## src/rtl/inv_shift_sub_bytes_iter.sv

```systemverilog
// inv_shift_sub_bytes_iter
//   Iterative AES InvShiftRows + InvSubBytes stage for one 128-bit state.
//   The state is captured (optionally row-shifted) into a working register,
//   then LANES bytes per cycle are pushed through inverse_sbox instances.
//   Byte i of a state is bits [127-8i -: 8]; byte r+4c is row r, column c.
//
// Ports
//   clk        clock, rising edge
//   rst_n      asynchronous active-low reset
//   in_valid   in_data is valid
//   in_ready   block accepts in_data this cycle
//   in_data    128-bit input state
//   out_valid  out_data holds a finished result
//   out_ready  downstream accepts out_data
//   out_data   InvSubBytes(InvShiftRows(in_data))
//   busy       substitution in progress
//
// inverse_sbox
//   Combinational AES inverse S-box: SubByte = InvSbox(num).

module inverse_sbox (
    input  logic [7:0] num,
    output logic [7:0] SubByte
);
    localparam logic [7:0] INV_SBOX [256] = '{
        8'h52, 8'h09, 8'h6a, 8'hd5, 8'h30, 8'h36, 8'ha5, 8'h38, 8'hbf, 8'h40, 8'ha3, 8'h9e, 8'h81, 8'hf3, 8'hd7, 8'hfb,
        8'h7c, 8'he3, 8'h39, 8'h82, 8'h9b, 8'h2f, 8'hff, 8'h87, 8'h34, 8'h8e, 8'h43, 8'h44, 8'hc4, 8'hde, 8'he9, 8'hcb,
        8'h54, 8'h7b, 8'h94, 8'h32, 8'ha6, 8'hc2, 8'h23, 8'h3d, 8'hee, 8'h4c, 8'h95, 8'h0b, 8'h42, 8'hfa, 8'hc3, 8'h4e,
        8'h08, 8'h2e, 8'ha1, 8'h66, 8'h28, 8'hd9, 8'h24, 8'hb2, 8'h76, 8'h5b, 8'ha2, 8'h49, 8'h6d, 8'h8b, 8'hd1, 8'h25,
        8'h72, 8'hf8, 8'hf6, 8'h64, 8'h86, 8'h68, 8'h98, 8'h16, 8'hd4, 8'ha4, 8'h5c, 8'hcc, 8'h5d, 8'h65, 8'hb6, 8'h92,
        8'h6c, 8'h70, 8'h48, 8'h50, 8'hfd, 8'hed, 8'hb9, 8'hda, 8'h5e, 8'h15, 8'h46, 8'h57, 8'ha7, 8'h8d, 8'h9d, 8'h84,
        8'h90, 8'hd8, 8'hab, 8'h00, 8'h8c, 8'hbc, 8'hd3, 8'h0a, 8'hf7, 8'he4, 8'h58, 8'h05, 8'hb8, 8'hb3, 8'h45, 8'h06,
        8'hd0, 8'h2c, 8'h1e, 8'h8f, 8'hca, 8'h3f, 8'h0f, 8'h02, 8'hc1, 8'haf, 8'hbd, 8'h03, 8'h01, 8'h13, 8'h8a, 8'h6b,
        8'h3a, 8'h91, 8'h11, 8'h41, 8'h4f, 8'h67, 8'hdc, 8'hea, 8'h97, 8'hf2, 8'hcf, 8'hce, 8'hf0, 8'hb4, 8'he6, 8'h73,
        8'h96, 8'hac, 8'h74, 8'h22, 8'he7, 8'had, 8'h35, 8'h85, 8'he2, 8'hf9, 8'h37, 8'he8, 8'h1c, 8'h75, 8'hdf, 8'h6e,
        8'h47, 8'hf1, 8'h1a, 8'h71, 8'h1d, 8'h29, 8'hc5, 8'h89, 8'h6f, 8'hb7, 8'h62, 8'h0e, 8'haa, 8'h18, 8'hbe, 8'h1b,
        8'hfc, 8'h56, 8'h3e, 8'h4b, 8'hc6, 8'hd2, 8'h79, 8'h20, 8'h9a, 8'hdb, 8'hc0, 8'hfe, 8'h78, 8'hcd, 8'h5a, 8'hf4,
        8'h1f, 8'hdd, 8'ha8, 8'h33, 8'h88, 8'h07, 8'hc7, 8'h31, 8'hb1, 8'h12, 8'h10, 8'h59, 8'h27, 8'h80, 8'hec, 8'h5f,
        8'h60, 8'h51, 8'h7f, 8'ha9, 8'h19, 8'hb5, 8'h4a, 8'h0d, 8'h2d, 8'he5, 8'h7a, 8'h9f, 8'h93, 8'hc9, 8'h9c, 8'hef,
        8'ha0, 8'he0, 8'h3b, 8'h4d, 8'hae, 8'h2a, 8'hf5, 8'hb0, 8'hc8, 8'heb, 8'hbb, 8'h3c, 8'h83, 8'h53, 8'h99, 8'h61,
        8'h17, 8'h2b, 8'h04, 8'h7e, 8'hba, 8'h77, 8'hd6, 8'h26, 8'he1, 8'h69, 8'h14, 8'h63, 8'h55, 8'h21, 8'h0c, 8'h7d
    };

    assign SubByte = INV_SBOX[num];
endmodule

// state  | meaning
// -------+--------------------------------------------------------------
// S_IDLE | waiting for a state; in_ready=1
// S_BUSY | substituting group r_cnt of the working register
// S_DONE | result valid; may hand off and capture the next state at once
module inv_shift_sub_bytes_iter #(
    parameter int LANES       = 4,
    parameter bit APPLY_SHIFT = 1'b1
) (
    input  logic         clk,
    input  logic         rst_n,
    input  logic         in_valid,
    output logic         in_ready,
    input  logic [127:0] in_data,
    output logic         out_valid,
    input  logic         out_ready,
    output logic [127:0] out_data,
    output logic         busy
);
    localparam int NGRP = 16 / LANES;
    localparam int CW   = (NGRP > 1) ? $clog2(NGRP) : 1;
    localparam logic [CW-1:0] LAST_GRP = CW'(NGRP - 1);

    typedef enum logic [1:0] {
        S_IDLE = 2'd0,
        S_BUSY = 2'd1,
        S_DONE = 2'd2
    } state_t;

    state_t        r_state;
    state_t        w_state_nxt;
    logic [CW-1:0] r_cnt;
    logic [127:0]  r_work;

    logic          w_accept;
    logic          w_last;
    logic [7:0]    w_in_b   [16];
    logic [7:0]    w_work_b [16];
    logic [7:0]    w_sub_b  [16];
    logic [127:0]  w_isr;
    logic [127:0]  w_sub;
    logic [127:0]  w_capture;
    logic [3:0]    w_idx      [LANES];
    logic [7:0]    w_lane_in  [LANES];
    logic [7:0]    w_lane_out [LANES];

    // Byte views; InvShiftRows maps out (r,c) <- in (r,(c-r) mod 4).
    for (genvar i = 0; i < 16; i++) begin : g_bytes
        assign w_in_b[i]                = in_data[127-8*i -: 8];
        assign w_work_b[i]              = r_work[127-8*i -: 8];
        assign w_sub[127-8*i -: 8]      = w_sub_b[i];
        assign w_isr[127-8*i -: 8]      = w_in_b[(i % 4) + 4 * (((i / 4) - (i % 4) + 4) % 4)];
    end

    assign w_capture = APPLY_SHIFT ? w_isr : in_data;
    assign w_accept  = in_valid & in_ready;
    assign w_last    = (r_cnt == LAST_GRP);

    // Group r_cnt covers bytes r_cnt*LANES .. r_cnt*LANES+LANES-1.
    for (genvar l = 0; l < LANES; l++) begin : g_lane
        assign w_idx[l]     = 4'(int'(r_cnt) * LANES + l);
        assign w_lane_in[l] = w_work_b[w_idx[l]];

        inverse_sbox u_isbox (
            .num     (w_lane_in[l]),
            .SubByte (w_lane_out[l])
        );
    end

    always_comb begin
        w_sub_b = w_work_b;
        for (int l = 0; l < LANES; l++) begin
            w_sub_b[w_idx[l]] = w_lane_out[l];
        end
    end

    // State register
    always_ff @(posedge clk or negedge rst_n) begin
        if (!rst_n) begin
            r_state <= S_IDLE;
        end else begin
            r_state <= w_state_nxt;
        end
    end

    // Next-state logic
    always_comb begin
        w_state_nxt = r_state;
        case (r_state)
            S_IDLE: if (in_valid) w_state_nxt = S_BUSY;
            S_BUSY: if (w_last)   w_state_nxt = S_DONE;
            S_DONE: if (out_ready) w_state_nxt = in_valid ? S_BUSY : S_IDLE;
            default: w_state_nxt = S_IDLE;
        endcase
    end

    // Outputs; in_ready in DONE follows out_ready so a hand-off and a new
    // capture can share one edge.
    always_comb begin
        in_ready  = 1'b0;
        out_valid = 1'b0;
        busy      = 1'b0;
        case (r_state)
            S_IDLE: in_ready = 1'b1;
            S_BUSY: busy     = 1'b1;
            S_DONE: begin
                out_valid = 1'b1;
                in_ready  = out_ready;
            end
            default: ;
        endcase
    end

    assign out_data = r_work;

    // Working register and group counter
    always_ff @(posedge clk or negedge rst_n) begin
        if (!rst_n) begin
            r_work <= '0;
            r_cnt  <= '0;
        end else if (w_accept) begin
            r_work <= w_capture;
            r_cnt  <= '0;
        end else if (r_state == S_BUSY) begin
            r_work <= w_sub;
            r_cnt  <= w_last ? '0 : r_cnt + 1'b1;
        end
    end
endmodule

```

## config.mk

```make
export PLATFORM = sky130hd
export DESIGN_NAME = inv_shift_sub_bytes_iter
export DESIGN_NICKNAME = d
export VERILOG_FILES = /design/src/rtl/inv_shift_sub_bytes_iter.sv
export SDC_FILE = /design/constraint.sdc
export NUM_CORES = 1
export LEC_CHECK = 0
export CORE_MARGIN = 2
export CORE_UTILIZATION = 25
export DETAILED_ROUTE_END_ITERATION = 8
export GPL_TIMING_DRIVEN = 0
export PLACE_DENSITY_LB_ADDON = 0.15
export SYNTH_ARGS = -nofsm -noshare
export SYNTH_HDL_FRONTEND = slang
export SYNTH_SLANG_ARGS = --single-unit
```

## constraint.sdc

```tcl
create_clock -name clk -period 7.1 [get_ports clk]
set_input_delay 0.71 -clock clk [delete_from_list [all_inputs] [get_ports clk]]
set_output_delay 0.71 -clock clk [all_outputs]
set_load 0.02 [all_outputs]
```

==> impl_metrics.py, run 1 <==
metrics = {
    "timing": {
        "fin_crit_ns": 6.82,
        "rsz0062_at_grt": "no",
        "skew_ns": 0.0245,
        "hold_ws_ns": 0.167,
        "relSlewSlack": 0.0902,
        "slew_violations": 0,
        "setup_viol": 0,
        "hold_viol": 0,
        "worstMarginPinSlew_ns": 1.35,
        "fin_crit_sh": 0.961,
        "max_freq_ghz": 0.147,
    },
    "final_layout": {
        "fin_util": 0.310,
        "synthToLayoutAreaGrowth_pct": 22.8,
        "multiInputGateArea_mm2": 0.0151,
        "finalNetCount": 3259,
        "drive_above_1_share": 0.0815,
        "seq_area_mm2": 0.00330,
        "fillers": 8858,
    },
    "synthesis": {
        "async_reset_ff_frac": 1.00,
        "ys_seq_area_frac": 0.165,
        "synth_area_mm2": 0.0200,
        "yosysMostFrequentCell": "o21ai_0",
        "yosys-top-cells-area": "dfrtp_1 (17%), o21ai_0 (7.0%), a21oi_1 (5.7%), ha_1 (5.3%), a22oi_1 (4.1%)",
        "synth_top_area_frac": 0.165,
        "synthTopCellsByCount": "o21ai_0 (281), a21oi_1 (229), nand2_1 (216)",
        "ys.warnings.count": 0,
        "synth_cell_types": 89,
        "synth_top_area_cell": "dfrtp_1",
        "synth_edf_count": 0,
        "synth-main-ff-cell": "dfrtp_1",
        "netlist_instances": 2759,
        "ys_ff_latch": 132,
        "syn-num-nets": 2975,
        "syn_area_per_cell_um2": 7.25,
    },
    "global_routing": {
        "antenna_found_initial": 16,
        "track_usage": 0.398,
        "grt_max_degree": 87,
        "overflow": 0,
        "grt_pass1_wl_mm": 233,
        "grt_pass1_vias": 27500,
    },
    "critical_path": {
        "crit_path_end_kind": "register",
        "reg2reg_slack_ns": 0.28,
        "cp-start-kind": "register",
        "cp.arrival_ns": 7.24,
        "crit_start": "r_cnt[1]",
        "required_ns": 7.52,
        "r2r_cells": 14,
        "regToRegStartpoint": "r_cnt[1]",
        "reg2reg_to": "out_data[66]",
        "crit_type": "reg -> reg",
        "cp_max_fo": 16,
    },
    "die": {
        "start_util": 0.253,
        "die_w_um": 287,
        "ios": 263,
        "die_h_um": 287,
        "core_mm2": 0.0791,
        "rows": 103,
        "dieArea_mm2": 0.0823,
    },
    "routing": {
        "drt-total-wl_mm": 170,
        "viasPerCell": 6.96,
        "via_count": 28600,
        "ant_nets": 0,
        "drc_errors": 0,
        "wl_per_cell_um": 41.4,
        "drt_iter0_drc": 5211,
        "drt_first_pass_iters": 6,
    },
    "clock_network": {
        "cts_tree": "yes",
        "cts_buffer_depth": 2,
        "cts_max_level": 4,
        "holdBufCountCts": 0,
        "clock_latency_ns": 0.51,
        "cts_root_buf": "clkbuf_16",
        "cts_buffers": 17,
        "clk_pin_slew_worst_paths_ns": 0.08,
        "clock-sinks": 132,
    },
    "place": {
        "hpwl_mm": 126,
        "portBuffers": 262,
        "place.gp.congestion": 1.07,
    },
    "worst_hold_path": {
        "min_path_type": "in -> async",
    },
    "job": {
        "maxCapViolations": 0,
    },
    "run_status": {
        "status": "finished clean",
    },
}
-- flip-flops by register name, indices dropped and copies added, names as in the netlist --
| register | count |
|---|---|
| out_data | 128 |
| r_state | 2 |
| r_cnt | 2 |
-- worst max-delay path by stage --
| stage | endpoint | slack (ns) | cells past startpoint |
|---|---|---|---|
| 2_1_floorplan | out_data[105] | 3.13 | 15 |
| 3_3_place_gp | out_data[85] | -1.01 | 1 |
| 3_5_place_dp | out_data[43] | 0.32 | 16 |
| 4_1_cts | out_data[107] | 0.25 | 16 |
| 5_1_grt | out_data[68] | 0.35 | 14 |
| 6_report | out_data[66] | 0.28 | 14 |
-- critical path, stage by stage (launching register included) --
cell and delay [ns]:
dfrtp_1 0.39, buf_4 0.26, buf_8 0.23, buf_8 0.22, mux4_2 0.42, buf_1 0.97, inv_1 0.63, ha_1 0.49
clkbuf_1 0.60, clkbuf_1 0.59, a31oi_1 0.17, a32o_1 0.30, o21ai_0 0.67, nand4_1 0.48, o21ai_0 0.28
-- kinds of logic (layout without fill, tap and decap cells) --
logic type / after synthesis / in the layout / synth area share
compound gates: 1204 / 1204 / 0.402
xor+xnor: 15 / 15 / 0.00657
fa+ha+maj: 84 / 84 / 0.0525
buf+inv: 346 / 643 / 0.0791
flops: 132 / 132 / 0.165
mux: 122 / 122 / 0.0839
other cells: 0 / 2 / 0
simple gates: 856 / 856 / 0.211
-- placed cells by master, fill, tap and decap left out, types with 15 or more instances in the layout --
master	instances
buf_2	85
o21ai_0	281
a31oi_1	76
mux2_2	21
and2_1	25
o22ai_1	24
nor2b_1	35
dfrtp_1	132
nand3_1	111
o211ai_1	81
a32oi_1	16
ha_1	84
buf_1	27
a22oi_1	108
a21o_1	20
or3_1	18
and3_1	41
clkdlybuf4s50_1	261
nand2_1	216
o221ai_1	25
inv_1	31
clkbuf_16	17
a21oi_1	229
o311ai_0	24
nor3_1	62
or2_2	20
mux2i_1	64
o31ai_1	23
a221oi_1	43
buf_4	15
o2111ai_1	17
nand4_1	25
nor2_1	174
a311oi_1	36
clkbuf_1	167
mux4_2	33
nand2b_1	76
a211oi_1	55
-- what timing repair did --
item / in CTS / in global routing
setup endpoints to repair: 0 / 4
gates resized for setup: 0 / 3
setup buffers: 0 / 0
-- routing by layer --
layer  share of wire  GRT usage  up-vias
met3            0.12      0.118      582
met4           0.055      0.177       18
met5         0.00065          0        -
li1                -          -    11300
met1            0.41      0.539    14200
met2            0.41      0.582     2503
-- final cells by class --
cell class              instances  area share
multi-input cells            2281       0.616
flip-flops and latches        132       0.135
repair buffers                265       0.109
plain buffers                 308      0.0584
well taps                    1050      0.0535
clock buffers                  17      0.0173
inverters                      38     0.00601
clock inverters                15     0.00576
diodes                          2    0.000204
-- metrics by stage --
step	cells	setup TNS, ns	instance area [um^2]	setup slack, ns
finish	4108	0	24600	0.276
detailed placement	4074	0	24000	0.318
global placement	4071	-130.08	23900	-1.01
CTS	4106	0	24600	0.255
floorplan	2759	0	20000	3.13
global route	4106	0	24600	0.346
Power of run 1 is not shown: default switching activity piles up to over one toggle a cycle in this logic, so the estimate is an artifact.
==> run 2: changes to the inputs <==
- SKIP_CTS_REPAIR_TIMING: not set -> 1
==> results of run 2 <==
The final DEF is identical to that of run 1; final timing and power are the same.
Power of run 2 is left out for the same reason.
